### src/rtl/hdd_pkg.sv
// Shared types and constants for the HDD sector controller: FSM states,
// operation encoding, sector buffer geometry and the default ack-wait limit.
package hdd_pkg;

    typedef enum logic [2:0] {
        ST_IDLE = 3'd0,
        ST_REQ  = 3'd1,
        ST_XFER = 3'd2,
        ST_DONE = 3'd3,
        ST_ERR  = 3'd4
    } state_t;

    typedef enum logic {
        OP_READ  = 1'b0,
        OP_WRITE = 1'b1
    } op_t;

    localparam int SECTOR_BYTES = 512;
    localparam int BUF_AW       = $clog2(SECTOR_BYTES);

    localparam logic [23:0] DEF_TIMEOUT_CYCLES = 24'd14_000_000;

endpackage

### src/rtl/hdd_sector_ctrl_if.sv
// Command, host block-transfer and sector-buffer signals of the HDD sector
// controller; slave is the controller, master is its environment.
interface hdd_sector_ctrl_if;
    import hdd_pkg::*;

    logic              hdd_read;
    logic              hdd_write;
    logic [15:0]       sector;
    logic              hdd_mounted;
    logic              sd_ack;
    logic [BUF_AW-1:0] sd_buff_addr;
    logic [7:0]        sd_buff_dout;
    logic              sd_buff_wr;
    logic [7:0]        ram_do;

    logic [31:0]       sd_lba;
    logic              sd_rd;
    logic              sd_wr;
    logic [7:0]        sd_buff_din;
    logic [BUF_AW-1:0] ram_addr;
    logic [7:0]        ram_di;
    logic              ram_we;
    logic              cpu_halt;
    logic              err;

    modport slave (
        input  hdd_read, hdd_write, sector, hdd_mounted, sd_ack,
               sd_buff_addr, sd_buff_dout, sd_buff_wr, ram_do,
        output sd_lba, sd_rd, sd_wr, sd_buff_din, ram_addr, ram_di,
               ram_we, cpu_halt, err
    );

    modport master (
        output hdd_read, hdd_write, sector, hdd_mounted, sd_ack,
               sd_buff_addr, sd_buff_dout, sd_buff_wr, ram_do,
        input  sd_lba, sd_rd, sd_wr, sd_buff_din, ram_addr, ram_di,
               ram_we, cpu_halt, err
    );

endinterface

### src/rtl/hdd_sector_ctrl.sv
// Sector transfer controller bridging the HDD register block and the host block
// interface. Define HDD_TIMEOUT_EN to add the ack-wait watchdog.
module hdd_sector_ctrl
    import hdd_pkg::*;
#(
    parameter logic [23:0] TIMEOUT_CYCLES = DEF_TIMEOUT_CYCLES
) (
    input  logic              CLK_14M,
    input  logic              RESET_N,
    hdd_sector_ctrl_if.slave  bus
);

    state_t      state_q, state_d;
    op_t         op_q, op_d;
    logic [15:0] sector_q, sector_d;
    logic        sd_rd_q, sd_rd_d;
    logic        sd_wr_q, sd_wr_d;
    logic        err_q, err_d;
`ifdef HDD_TIMEOUT_EN
    logic [23:0] wdog_q, wdog_d;
    logic        wdog_expired;

    assign wdog_expired = (wdog_q >= (TIMEOUT_CYCLES - 24'd1));
`endif

    always_ff @(posedge CLK_14M or negedge RESET_N) begin
        if (!RESET_N) begin
            state_q  <= ST_IDLE;
            op_q     <= OP_READ;
            sector_q <= 16'h0000;
            sd_rd_q  <= 1'b0;
            sd_wr_q  <= 1'b0;
            err_q    <= 1'b0;
`ifdef HDD_TIMEOUT_EN
            wdog_q   <= 24'd0;
`endif
        end else begin
            state_q  <= state_d;
            op_q     <= op_d;
            sector_q <= sector_d;
            sd_rd_q  <= sd_rd_d;
            sd_wr_q  <= sd_wr_d;
            err_q    <= err_d;
`ifdef HDD_TIMEOUT_EN
            wdog_q   <= wdog_d;
`endif
        end
    end

    // Mount loss is only fatal before the host opens its window; once bytes flow we let it finish.
    always_comb begin
        state_d  = state_q;
        op_d     = op_q;
        sector_d = sector_q;
        sd_rd_d  = sd_rd_q;
        sd_wr_d  = sd_wr_q;
        err_d    = err_q;
`ifdef HDD_TIMEOUT_EN
        wdog_d   = wdog_q;
`endif
        unique case (state_q)
            ST_IDLE: begin
                if (bus.hdd_read || bus.hdd_write) begin
                    if (bus.hdd_mounted) begin
                        op_d     = bus.hdd_read ? OP_READ : OP_WRITE;
                        sector_d = bus.sector;
                        sd_rd_d  = bus.hdd_read;
                        sd_wr_d  = ~bus.hdd_read;
                        err_d    = 1'b0;
                        state_d  = ST_REQ;
`ifdef HDD_TIMEOUT_EN
                        wdog_d   = 24'd0;
`endif
                    end else begin
                        err_d = 1'b1;
                    end
                end
            end
            ST_REQ: begin
                if (!bus.hdd_mounted) begin
                    sd_rd_d = 1'b0;
                    sd_wr_d = 1'b0;
                    err_d   = 1'b1;
                    state_d = ST_ERR;
                end else if (bus.sd_ack) begin
                    sd_rd_d = 1'b0;
                    sd_wr_d = 1'b0;
                    state_d = ST_XFER;
`ifdef HDD_TIMEOUT_EN
                end else if (wdog_expired) begin
                    sd_rd_d = 1'b0;
                    sd_wr_d = 1'b0;
                    err_d   = 1'b1;
                    state_d = ST_ERR;
                end else begin
                    wdog_d = wdog_q + 24'd1;
`endif
                end
            end
            ST_XFER: begin
                if (!bus.sd_ack) begin
                    state_d = ST_DONE;
`ifdef HDD_TIMEOUT_EN
                end else if (bus.sd_buff_wr) begin
                    wdog_d = 24'd0;
                end else if (wdog_expired) begin
                    err_d   = 1'b1;
                    state_d = ST_ERR;
                end else begin
                    wdog_d = wdog_q + 24'd1;
`endif
                end
            end
            ST_DONE: state_d = ST_IDLE;
            ST_ERR: begin
                sd_rd_d = 1'b0;
                sd_wr_d = 1'b0;
                state_d = ST_IDLE;
            end
            default: state_d = ST_IDLE;
        endcase
    end

    logic in_xfer;
    assign in_xfer = (state_q == ST_XFER);

    assign bus.sd_lba      = {16'h0000, sector_q};
    assign bus.sd_rd       = sd_rd_q;
    assign bus.sd_wr       = sd_wr_q;
    assign bus.err         = err_q;
    assign bus.cpu_halt    = (state_q == ST_REQ) || in_xfer;
    assign bus.sd_buff_din = bus.ram_do;

    // The buffer is only written when the host is delivering a read sector.
    assign bus.ram_we   = in_xfer && (op_q == OP_READ) && bus.sd_buff_wr && bus.sd_ack;
    assign bus.ram_addr = in_xfer ? bus.sd_buff_addr : '0;
    assign bus.ram_di   = in_xfer ? bus.sd_buff_dout : 8'h00;

endmodule
### src/flat_wrapper.sv
// flat-port wrapper written by rule: the top's interface ports become plain ports
module hdd_sector_ctrl_flat import hdd_pkg::*;
#(
    parameter logic [23:0] TIMEOUT_CYCLES = DEF_TIMEOUT_CYCLES
)
  (CLK_14M, RESET_N, bus_hdd_read, bus_hdd_write, bus_sector, bus_hdd_mounted, bus_sd_ack, bus_sd_buff_addr, bus_sd_buff_dout, bus_sd_buff_wr, bus_ram_do, bus_sd_lba, bus_sd_rd, bus_sd_wr, bus_sd_buff_din, bus_ram_addr, bus_ram_di, bus_ram_we, bus_cpu_halt, bus_err);
  hdd_sector_ctrl_if bus_i ();
  input  logic CLK_14M;
  input  logic RESET_N;
  input wire logic [$bits(bus_i.hdd_read)-1:0] bus_hdd_read;
  input wire logic [$bits(bus_i.hdd_write)-1:0] bus_hdd_write;
  input wire logic [$bits(bus_i.sector)-1:0] bus_sector;
  input wire logic [$bits(bus_i.hdd_mounted)-1:0] bus_hdd_mounted;
  input wire logic [$bits(bus_i.sd_ack)-1:0] bus_sd_ack;
  input wire logic [$bits(bus_i.sd_buff_addr)-1:0] bus_sd_buff_addr;
  input wire logic [$bits(bus_i.sd_buff_dout)-1:0] bus_sd_buff_dout;
  input wire logic [$bits(bus_i.sd_buff_wr)-1:0] bus_sd_buff_wr;
  input wire logic [$bits(bus_i.ram_do)-1:0] bus_ram_do;
  output wire logic [$bits(bus_i.sd_lba)-1:0] bus_sd_lba;
  output wire logic [$bits(bus_i.sd_rd)-1:0] bus_sd_rd;
  output wire logic [$bits(bus_i.sd_wr)-1:0] bus_sd_wr;
  output wire logic [$bits(bus_i.sd_buff_din)-1:0] bus_sd_buff_din;
  output wire logic [$bits(bus_i.ram_addr)-1:0] bus_ram_addr;
  output wire logic [$bits(bus_i.ram_di)-1:0] bus_ram_di;
  output wire logic [$bits(bus_i.ram_we)-1:0] bus_ram_we;
  output wire logic [$bits(bus_i.cpu_halt)-1:0] bus_cpu_halt;
  output wire logic [$bits(bus_i.err)-1:0] bus_err;
  assign bus_i.hdd_read = bus_hdd_read;
  assign bus_i.hdd_write = bus_hdd_write;
  assign bus_i.sector = bus_sector;
  assign bus_i.hdd_mounted = bus_hdd_mounted;
  assign bus_i.sd_ack = bus_sd_ack;
  assign bus_i.sd_buff_addr = bus_sd_buff_addr;
  assign bus_i.sd_buff_dout = bus_sd_buff_dout;
  assign bus_i.sd_buff_wr = bus_sd_buff_wr;
  assign bus_i.ram_do = bus_ram_do;
  assign bus_sd_lba = bus_i.sd_lba;
  assign bus_sd_rd = bus_i.sd_rd;
  assign bus_sd_wr = bus_i.sd_wr;
  assign bus_sd_buff_din = bus_i.sd_buff_din;
  assign bus_ram_addr = bus_i.ram_addr;
  assign bus_ram_di = bus_i.ram_di;
  assign bus_ram_we = bus_i.ram_we;
  assign bus_cpu_halt = bus_i.cpu_halt;
  assign bus_err = bus_i.err;
  hdd_sector_ctrl #(.TIMEOUT_CYCLES(TIMEOUT_CYCLES)) u_core (.CLK_14M(CLK_14M), .RESET_N(RESET_N), .bus(bus_i));
endmodule
### config.mk
export PLATFORM = sky130hd
export DESIGN_NAME = hdd_sector_ctrl_flat
export DESIGN_NICKNAME = d
export VERILOG_FILES = /design/src/rtl/hdd_pkg.sv /design/src/rtl/hdd_sector_ctrl_if.sv /design/src/rtl/hdd_sector_ctrl.sv /design/src/flat_wrapper.sv
export SDC_FILE = /design/constraint.sdc
export NUM_CORES = 1
export LEC_CHECK = 0
export CELL_PAD_IN_SITES_DETAIL_PLACEMENT = 1
export CELL_PAD_IN_SITES_GLOBAL_PLACEMENT = 1
export CORE_ASPECT_RATIO = 0.6
export CORE_MARGIN = 1
export CORE_UTILIZATION = 23
export DETAILED_ROUTE_END_ITERATION = 10
export GPL_TIMING_DRIVEN = 0
export PLACE_DENSITY = 0.82
export SLEW_MARGIN = 20
export SYNTH_ARGS = -nofsm -noshare
export SYNTH_HDL_FRONTEND = slang
export SYNTH_SLANG_ARGS = --single-unit
### constraint.sdc
create_clock -name CLK_14M -period 2.4 [get_ports CLK_14M]
set_input_delay 0.6 -clock CLK_14M [delete_from_list [all_inputs] [get_ports CLK_14M]]
set_output_delay 0.6 -clock CLK_14M [all_outputs]
set_load 0.02 [all_outputs]
==> results, run 1 <==
- The flow ran to the end, and the final reports show no timing, DRC or antenna violations.
- The post-layout minimum cycle time is 2.292 ns.
- The area of the die is 6151 µm².
- Global routing consumed, on the met3 layer, 4.313% of the routing resources.
- The area fraction of the dominant cell type after synthesis is 42.91%.
- The die is 100.6 µm wide.
- Synthesis produced a netlist whose cell count is 121.
- The sequential fraction of design power is 29.3%.
- The endpoint of the most critical register-to-register path is u_core.sector_q[2].
- The number of antenna violations at the first check in global routing is 0.
- The final layout contains routed wiring with a total length of 3582 µm.
- The min-delay analysis places its worst path in the category input port to asynchronous set/reset pin.
- The worst-case clock buffer depth is 2.
- The synthesized netlist contains 23 unique library cells.
- The initial utilization of the core area, before any placement, comes to 23.97%.
- The number of nets in the layout is 275.
- The reg2reg setup slack is 0.58 ns.
- The most used flip-flop cell after synthesis is sky130_fd_sc_hd__dfrtp_1.
- The deepest level of the CTS H-tree is 1.
- The global-route track usage on met2 is 18.88%.
- The setup violation total in the final timing report is 0.
- Internal power comes to 1.491 mW.
- Ranked by instance count, the synthesized netlist is headed by sky130_fd_sc_hd__buf_4, sky130_fd_sc_hd__dfrtp_1, sky130_fd_sc_hd__and2_1.
- Derived from the worst setup path, the maximum achievable clock frequency is 0.4363 GHz.
- Measured against its own limit, the worst slew margin works out to 65.10%.
- STA classifies the critical path startpoint as a register.
- The signal on the critical path passes through nand2b_2, nor2_4, clkbuf_2, and2_1, clkdlybuf4s15_1.
- In the routed layout, each cell is associated on average with a via count of 3.879.
- The layer flagged by global routing as most heavily used is met2.
- The remaining routing DRC violations is 0.
- The iteration-0 DRC count of the detailed router is 16.
- The final critical-path share of the clock period is 95.51%.
- For the pin with the worst max-slew slack, the measured transition is 0.5235 ns.
- The number of routed nets with antenna violations is 0.
- The setup slack after placement is -0.3963 ns.
- The average cell area after synthesis is 11.09 µm².
- The power per standard cell area is 1032 nW/µm².
- The core region is 5597 µm².
- The cell type contributing the most total cell area after synthesis is sky130_fd_sc_hd__dfrtp_1.
- IR analysis of the VDD net gives a maximum drop of 0.4088 mV.
- The row count is 21.
- From bottom edge to top edge, the die measures 61.15 µm.
- The TritonCTS clock tree is built.
- In the final routed layout, each cell accounts on average for 11.71 µm.
- The number of endpoints with negative hold slack in the final report was 0.
- The clock latency of the later-clocked register in the worst-skew pair is 0.26 ns.
- 0 antenna diodes ended up in the layout.
- Among all stages on the critical path, the largest delay is contributed by sky130_fd_sc_hd__dfrtp_1.
- The buffering stage count on the worst path with inverters included is 2.
- In this run the clock root is driven by a sky130_fd_sc_hd__clkbuf_8.
- The worst register-to-register path begins at u_core.state_q[2].
- The count of buffers added on input and output ports is 85.
- The post-layout total power is 2.442 mW.
- At the end of routability-driven placement, the weighted congestion stood at 0.7184.
- The most repeated cell in the gate-level netlist after synthesis is sky130_fd_sc_hd__buf_4.
- Yosys attributes the largest share of cell area to sky130_fd_sc_hd__dfrtp_1, sky130_fd_sc_hd__buf_4, sky130_fd_sc_hd__mux2_4.
- Of all nets on the critical path, the largest fanout is 10.
- Of the cells placed in the final design, the portion with a size suffix greater than 1 is 27.88%.
- The share of async-settable or async-resettable flops after synthesis is 100.0%.
- The setup path with the least slack is of type register to output port.
- The final HPWL from detailed placement is 2974 µm.
- The clock network is responsible for 9.7% of the overall power.
- The data arrival time at the worst-slack endpoint is 1.69 ns.
- The share of the Yosys chip area taken by registers is 42.91%.
- Setup total negative slack on the finished layout was measured at 0 ns.
- The detailed-router iteration count before antenna repair is 4.
- The worst-case setup margin in the final layout is 0.1078 ns.
- The final number of max-transition violations is 0.
- For the final database, setup skew stands at 0.003873 ns.
- The category of cells accounting for the largest share of critical-path delay is simple AND/OR/NAND/NOR gates.
- The total of max-cap violations is 0.
- The synthesized design contains 23 register bits.
- For this design, the CTS-stage hold fixing added 0 buffers.
- The number of global-route vias before repair is 1142.
- Counting cells, the worst reg-to-reg path comes to 6.
- The largest net degree at the start of global routing is 24.
- Global routing consumed, on the met1 layer, 15.52% of the routing resources.
- The global-route total usage across every layer is 11.64%.
- The net switching share of the total power is 38.92%.
- The kind of end point of the critical path is an output port.
- The I/O pin count is 110.
- The analysis attributes to cell leakage a power of 1.103 nW.
- In this run the power spent charging and discharging nets is 0.9503 mW.
- The number of CTS-inserted buffers is 3.
- Combinational logic is responsible for 61.0% of the overall power.
- Setup repair after global routing left no endpoint under its margin.
- During synthesis, Yosys emitted a total of 0 warnings.
- On the worst path, the slowest cell contributes a delay of 0.43 ns.
- The CTS sink count is 23.
- The via count is 1187.
- The number of enable-type register cells in the synthesized netlist is 0.
- The global route total overflow is 0.
- The first global-routing pass estimated 5526 µm of wire.
- The clock-pin slew on the worst setup and hold paths is 0.08 ns.
- The layout overhead on the synthesized area is 76.31%.
- STA puts the critical path data required time at 1.80 ns.
- The synthesized cell area is 1341 µm².
layout by cell type (no fill, tap or decap), drive strengths merged, types with 2 or more instances in the layout:
cell	count
o21a	2
nor3	2
conb	16
a32oi	3
dlygate4sd2	7
nor2b	2
clkbuf	13
and2	18
nor2	5
mux2	16
inv	2
nor4	2
o21ai	3
buf	29
clkdlybuf4s50	65
nand2	3
clkdlybuf4s15	3
a21oi	5
nand2b	2
dfrtp	23
worst max-delay path by stage:
stage,end,depth (start not counted),slack [ns],start
floorplan,bus_ram_addr[4],4,0.52,u_core.state_q[0]
detailed placement,bus_ram_addr[4],5,-0.40,u_core.state_q[1]
finish,bus_ram_di[4],5,0.11,u_core.state_q[0]
global placement,bus_ram_addr[4],5,-0.30,u_core.state_q[1]
global route,bus_ram_di[3],5,0.001,u_core.state_q[0]
CTS,bus_cpu_halt,4,0.005,u_core.state_q[0]
cell type report:
cell class / count / area [µm²]
buffer: 29 / 232.7
clock buffer: 3 / 41.29
clock inverter: 1 / 5.005
fill: 647 / 3232
inverter: 2 / 7.507
multi-input combinational: 82 / 594.3
sequential: 23 / 576.8
tap: 80 / 100.1
timing repair buffer: 86 / 807.0
per-layer routing:
layer	part of all wire, %	vias up
met4	0.22	0
met2	49	37
met5	0	-
li1	-	573
met3	6.6	2
met1	44	575
logic make-up after synthesis:
kind of cell	synth area share, %
compound gates	6.063
buf+inv	17.72
flops	42.91
mux	15.95
other cells	0.2796
simple gates	17.07
flip-flops by register name, summed over array words and instances, names as in the netlist:
name,flops
u_core.op_q,1
u_core.bus.sd_wr,1
u_core.bus.err,1
u_core.bus.sd_rd,1
u_core.sector_q,16
u_core.state_q,3
stage by stage:
stage,hold WS (ns),utilization (%),instance area (µm²),std cells
after global routing,0.3278,42.25,2365,306
after detailed placement,0.4989,41.96,2349,301
after floorplan,0.3044,-,1398,136
after CTS,0.5195,42.75,2392,306
after global placement,0.4890,41.96,2349,301
final,0.3029,42.25,2365,306
power by group through the flow:
stage / clock [mW] / sequential, mW / combinational, mW
6_report: 0.237 / 0.715 / 1.49
5_1_grt: 0.266 / 0.746 / 1.60
4_1_cts: 0.256 / 0.717 / 1.52
3_5_place_dp: 0 / 0.720 / 1.53
3_3_place_gp: 0 / 0.707 / 1.51
2_1_floorplan: 0 / 0.900 / 0.675
repair_timing:
item | CTS | global route
buffers inserted | 1 | 0
resized for setup | 24 | 21
pin swaps | 1 | 0
setup endpoints to repair | 19 | 12
cloned | 0 | 0
hold endpoints to repair | 0 | 0
No activity file was read; power rests on OpenSTA's default activity.
==> run 2, diff against run 1 <==
--- a/config.mk
+++ b/config.mk
@@ -12,6 +12,7 @@
 export CORE_UTILIZATION = 23
 export DETAILED_ROUTE_END_ITERATION = 10
 export GPL_TIMING_DRIVEN = 0
+export MAX_ROUTING_LAYER = met4
 export PLACE_DENSITY = 0.82
 export SLEW_MARGIN = 20
 export SYNTH_ARGS = -nofsm -noshare
==> results, run 2 (synthesis gave the netlist of run 1 again) <==
- The flow ran to the end, and the final reports show no timing, DRC or antenna violations.
- The met3 track demand over resource is 4.086%.
- The worst-case clock buffer depth is 2.
- The repair_antennas step left the layout with diodes totalling 0.
- After floorplanning, the core was sized to cover 5597 µm².
- The row count is 21.
- For this run, design rule violations remaining after detail routing come to 0.
- The tree built by TritonCTS fans out to 23 sinks.
- The global route total overflow is 0.
- The number of flip-flops under the largest register name is 16.
- Leaving out fill and tap cells, the most frequent cells in the layout are sky130_fd_sc_hd__clkdlybuf4s50_1, sky130_fd_sc_hd__buf_4, sky130_fd_sc_hd__dfrtp_1.
- The final number of max-transition violations was 0.
- At the worst endpoint, the arrival time is 1.69 ns.
- The register with the most flip-flops is u_core.sector_q.
- The sequential fraction of design power is 29.3%.
- The setup violation total in the final timing report is 0.
- The class of the most critical setup path is register to output port.
- Timing would allow up to 0.4363 GHz.
- The layout overhead on the synthesized area is 76.31%.
- The min-delay analysis places its worst path in the category input port to asynchronous set/reset pin.
- The detailed-route wire length is 3580 µm.
- The die height is 61.15 µm.
- The clock group share of total power is 9.7%.
- After detailed placement, the total cell area comes to 2349 µm².
- The count of port buffers added during placement is 85.
- The number of nets in the layout is 275.
- The number of global-route vias before repair is 1141.
- In the final routed layout, each cell accounts on average for 11.70 µm.
- The largest registers in the layout are u_core.sector_q x16, u_core.state_q x3.
- Global routing used 18.59% of the available met2 tracks.
- The peak supply drop is 0.4087 mV.
- Prior to clock tree synthesis, the placed netlist has a worst setup slack of -0.3963 ns.
- The via count is 1188.
- Dividing the detail-routed via count by the number of cells gives 3.882.
- The area of the die is 6151 µm².
- Measured on the finished design, the core utilization comes to 42.25%.
- The worst-case setup margin in the final layout is 0.1079 ns.
- The final critical-path share of the clock period is 95.51%.
- The number of endpoints with negative hold slack in the final report came to 0.
- The total of max-cap violations is 0.
- The worst clock skew on the final layout is 0.003883 ns.
- Internal power comes to 1.491 mW.
- The detail route stage leaves a number of antenna-violating nets equal to 0.
- The transition time of the tightest slew-check pin is 0.5235 ns.
- Once layout is done, the placed cells without fillers occupy 2365 µm².
- Global routing used 15.94% of the available met1 tracks.
- The clock-pin slew on the worst setup and hold paths is 0.08 ns.
- Net switching is 38.93% of the power.
- The first global-routing pass estimated 5533 µm of wire.
- In the global route stage, overall resource usage came out at 12.06%.
- After layout, the minimum clock period comes to 2.292 ns.
- Buffers inserted to repair hold after CTS numbered 0.
- For this design the static power due to leakage is 1.103 nW.
- The number of antenna violations at the first check in global routing is 0.
- The share of cells above drive strength 1 is 27.88%.
- For this design the total switching power over the nets is 0.9505 mW.
- The final HPWL from detailed placement is 2974 µm.
- The routability-driven placement congestion ratio is 0.7267.
- The width of the chip is 100.6 µm.
- STA classifies the critical path endpoint as an output port.
- The iteration-0 DRC count of the detailed router is 15.
- The leading cell type in the layout, fill and taps excluded is sky130_fd_sc_hd__clkdlybuf4s50_1.
- The I/O pin count is 110.
- The library cell used as clock root buffer is sky130_fd_sc_hd__clkbuf_8.
- The share of total power dissipated in combinational logic is 61.0%.
- The detailed-router iteration count before antenna repair is 4.
- The required arrival time at the worst endpoint is 1.80 ns.
- The largest net degree at the start of global routing is 24.
- In this run the number of H-tree levels came out at 1.
- The worst-case headroom to the max-slew limit is 65.10%.
- TritonCTS built the clock tree.
- For this design the ratio of total power to cell area is 1033 nW/µm².
- The maximum fanout along the worst path is 10.
- In this run the most used layer during global routing was met2.
- The clock latency of the later-clocked register in the worst-skew pair is 0.26 ns.
- The starting density of the core is 23.97%.
- Setup repair after global routing left no endpoint under its margin.
- The number of fill cells in the layout is 647.
- Final hold analysis gives a worst-case slack of 0.3029 ns.
- Summed over all failing endpoints, the final setup total negative slack is 0 ns.
- TritonCTS created 3 clock buffers.
- The nature of the critical path startpoint is a register.
==> run 2: cell counts in the layout (fill, tap and decap cells not counted) <==
Identical to the previous run, type by type.
==> run 2: critical path, cell delays in order, from the launching register on <==
cell	delay [ns]
sky130_fd_sc_hd__dfrtp_1	0.43
sky130_fd_sc_hd__nand2b_2	0.25
sky130_fd_sc_hd__nor2_4	0.12
sky130_fd_sc_hd__clkbuf_2	0.19
sky130_fd_sc_hd__and2_1	0.14
sky130_fd_sc_hd__clkdlybuf4s15_1	0.30
==> run 2: stage by stage <==
stage                     power (mW)  std cells
final                          2.442        306
after global routing           2.618        306
after CTS                      2.492        306
after detailed placement       2.250        301
after global placement         2.214        301
after floorplan                1.575        136
==> run 2: layer usage <==
layer,part of all wire [%],vias up
li1,-,573
met1,44,576
met2,49,37
met3,6.2,2
met4,0.22,0
met5,0,-
==> run 2: area by class of cell <==
cell class	instances	area, µm²	area share (%)
buffer	29	232.7	9.841
clock buffer	3	41.29	1.746
clock inverter	1	5.005	0.2116
inverter	2	7.507	0.3175
multi-input combinational	82	594.3	25.13
sequential	23	576.8	24.39
tap	80	100.1	4.233
timing repair buffer	86	807.0	34.13
==> run 2: final timing paths <==
path	startpoint	endpoint	slack [ns]	cells after the start
max in group asynchronous	RESET_N	u_core.state_q[1]	1.71	1
min in group CLK_14M	u_core.sector_q[10]	u_core.sector_q[10]	0.51	1
worst max-delay path	u_core.state_q[0]	bus_ram_di[4]	0.11	5
worst min register to register	u_core.sector_q[10]	u_core.sector_q[10]	0.51	1
worst max register to register	u_core.state_q[2]	u_core.sector_q[2]	0.58	6
worst min-delay path	RESET_N	u_core.sector_q[6]	0.30	1
==> run 2: power by group through the flow <==
stage	Clock (mW)	Combinational [mW]	Sequential (mW)
2_1_floorplan	0	0.675	0.900
3_3_place_gp	0	1.51	0.707
3_5_place_dp	0	1.53	0.720
4_1_cts	0.256	1.52	0.717
5_1_grt	0.266	1.61	0.746
6_report	0.237	1.49	0.715
==> run 2: timing repair <==
action	in CTS	in global routing
gates resized for setup	24	21
pin swaps	1	0
gates cloned	0	0
setup buffers	1	0
setup endpoints to repair	19	12
==> run 3, diff against run 2 <==
--- a/config.mk
+++ b/config.mk
@@ -14,6 +14,7 @@
 export GPL_TIMING_DRIVEN = 0
 export MAX_ROUTING_LAYER = met4
 export PLACE_DENSITY = 0.82
+export SKIP_LAST_GASP = 1
 export SLEW_MARGIN = 20
 export SYNTH_ARGS = -nofsm -noshare
 export SYNTH_HDL_FRONTEND = slang
==> results of run 3 <==
Same layout as run 2: the final DEF is identical, and so are final timing and power.
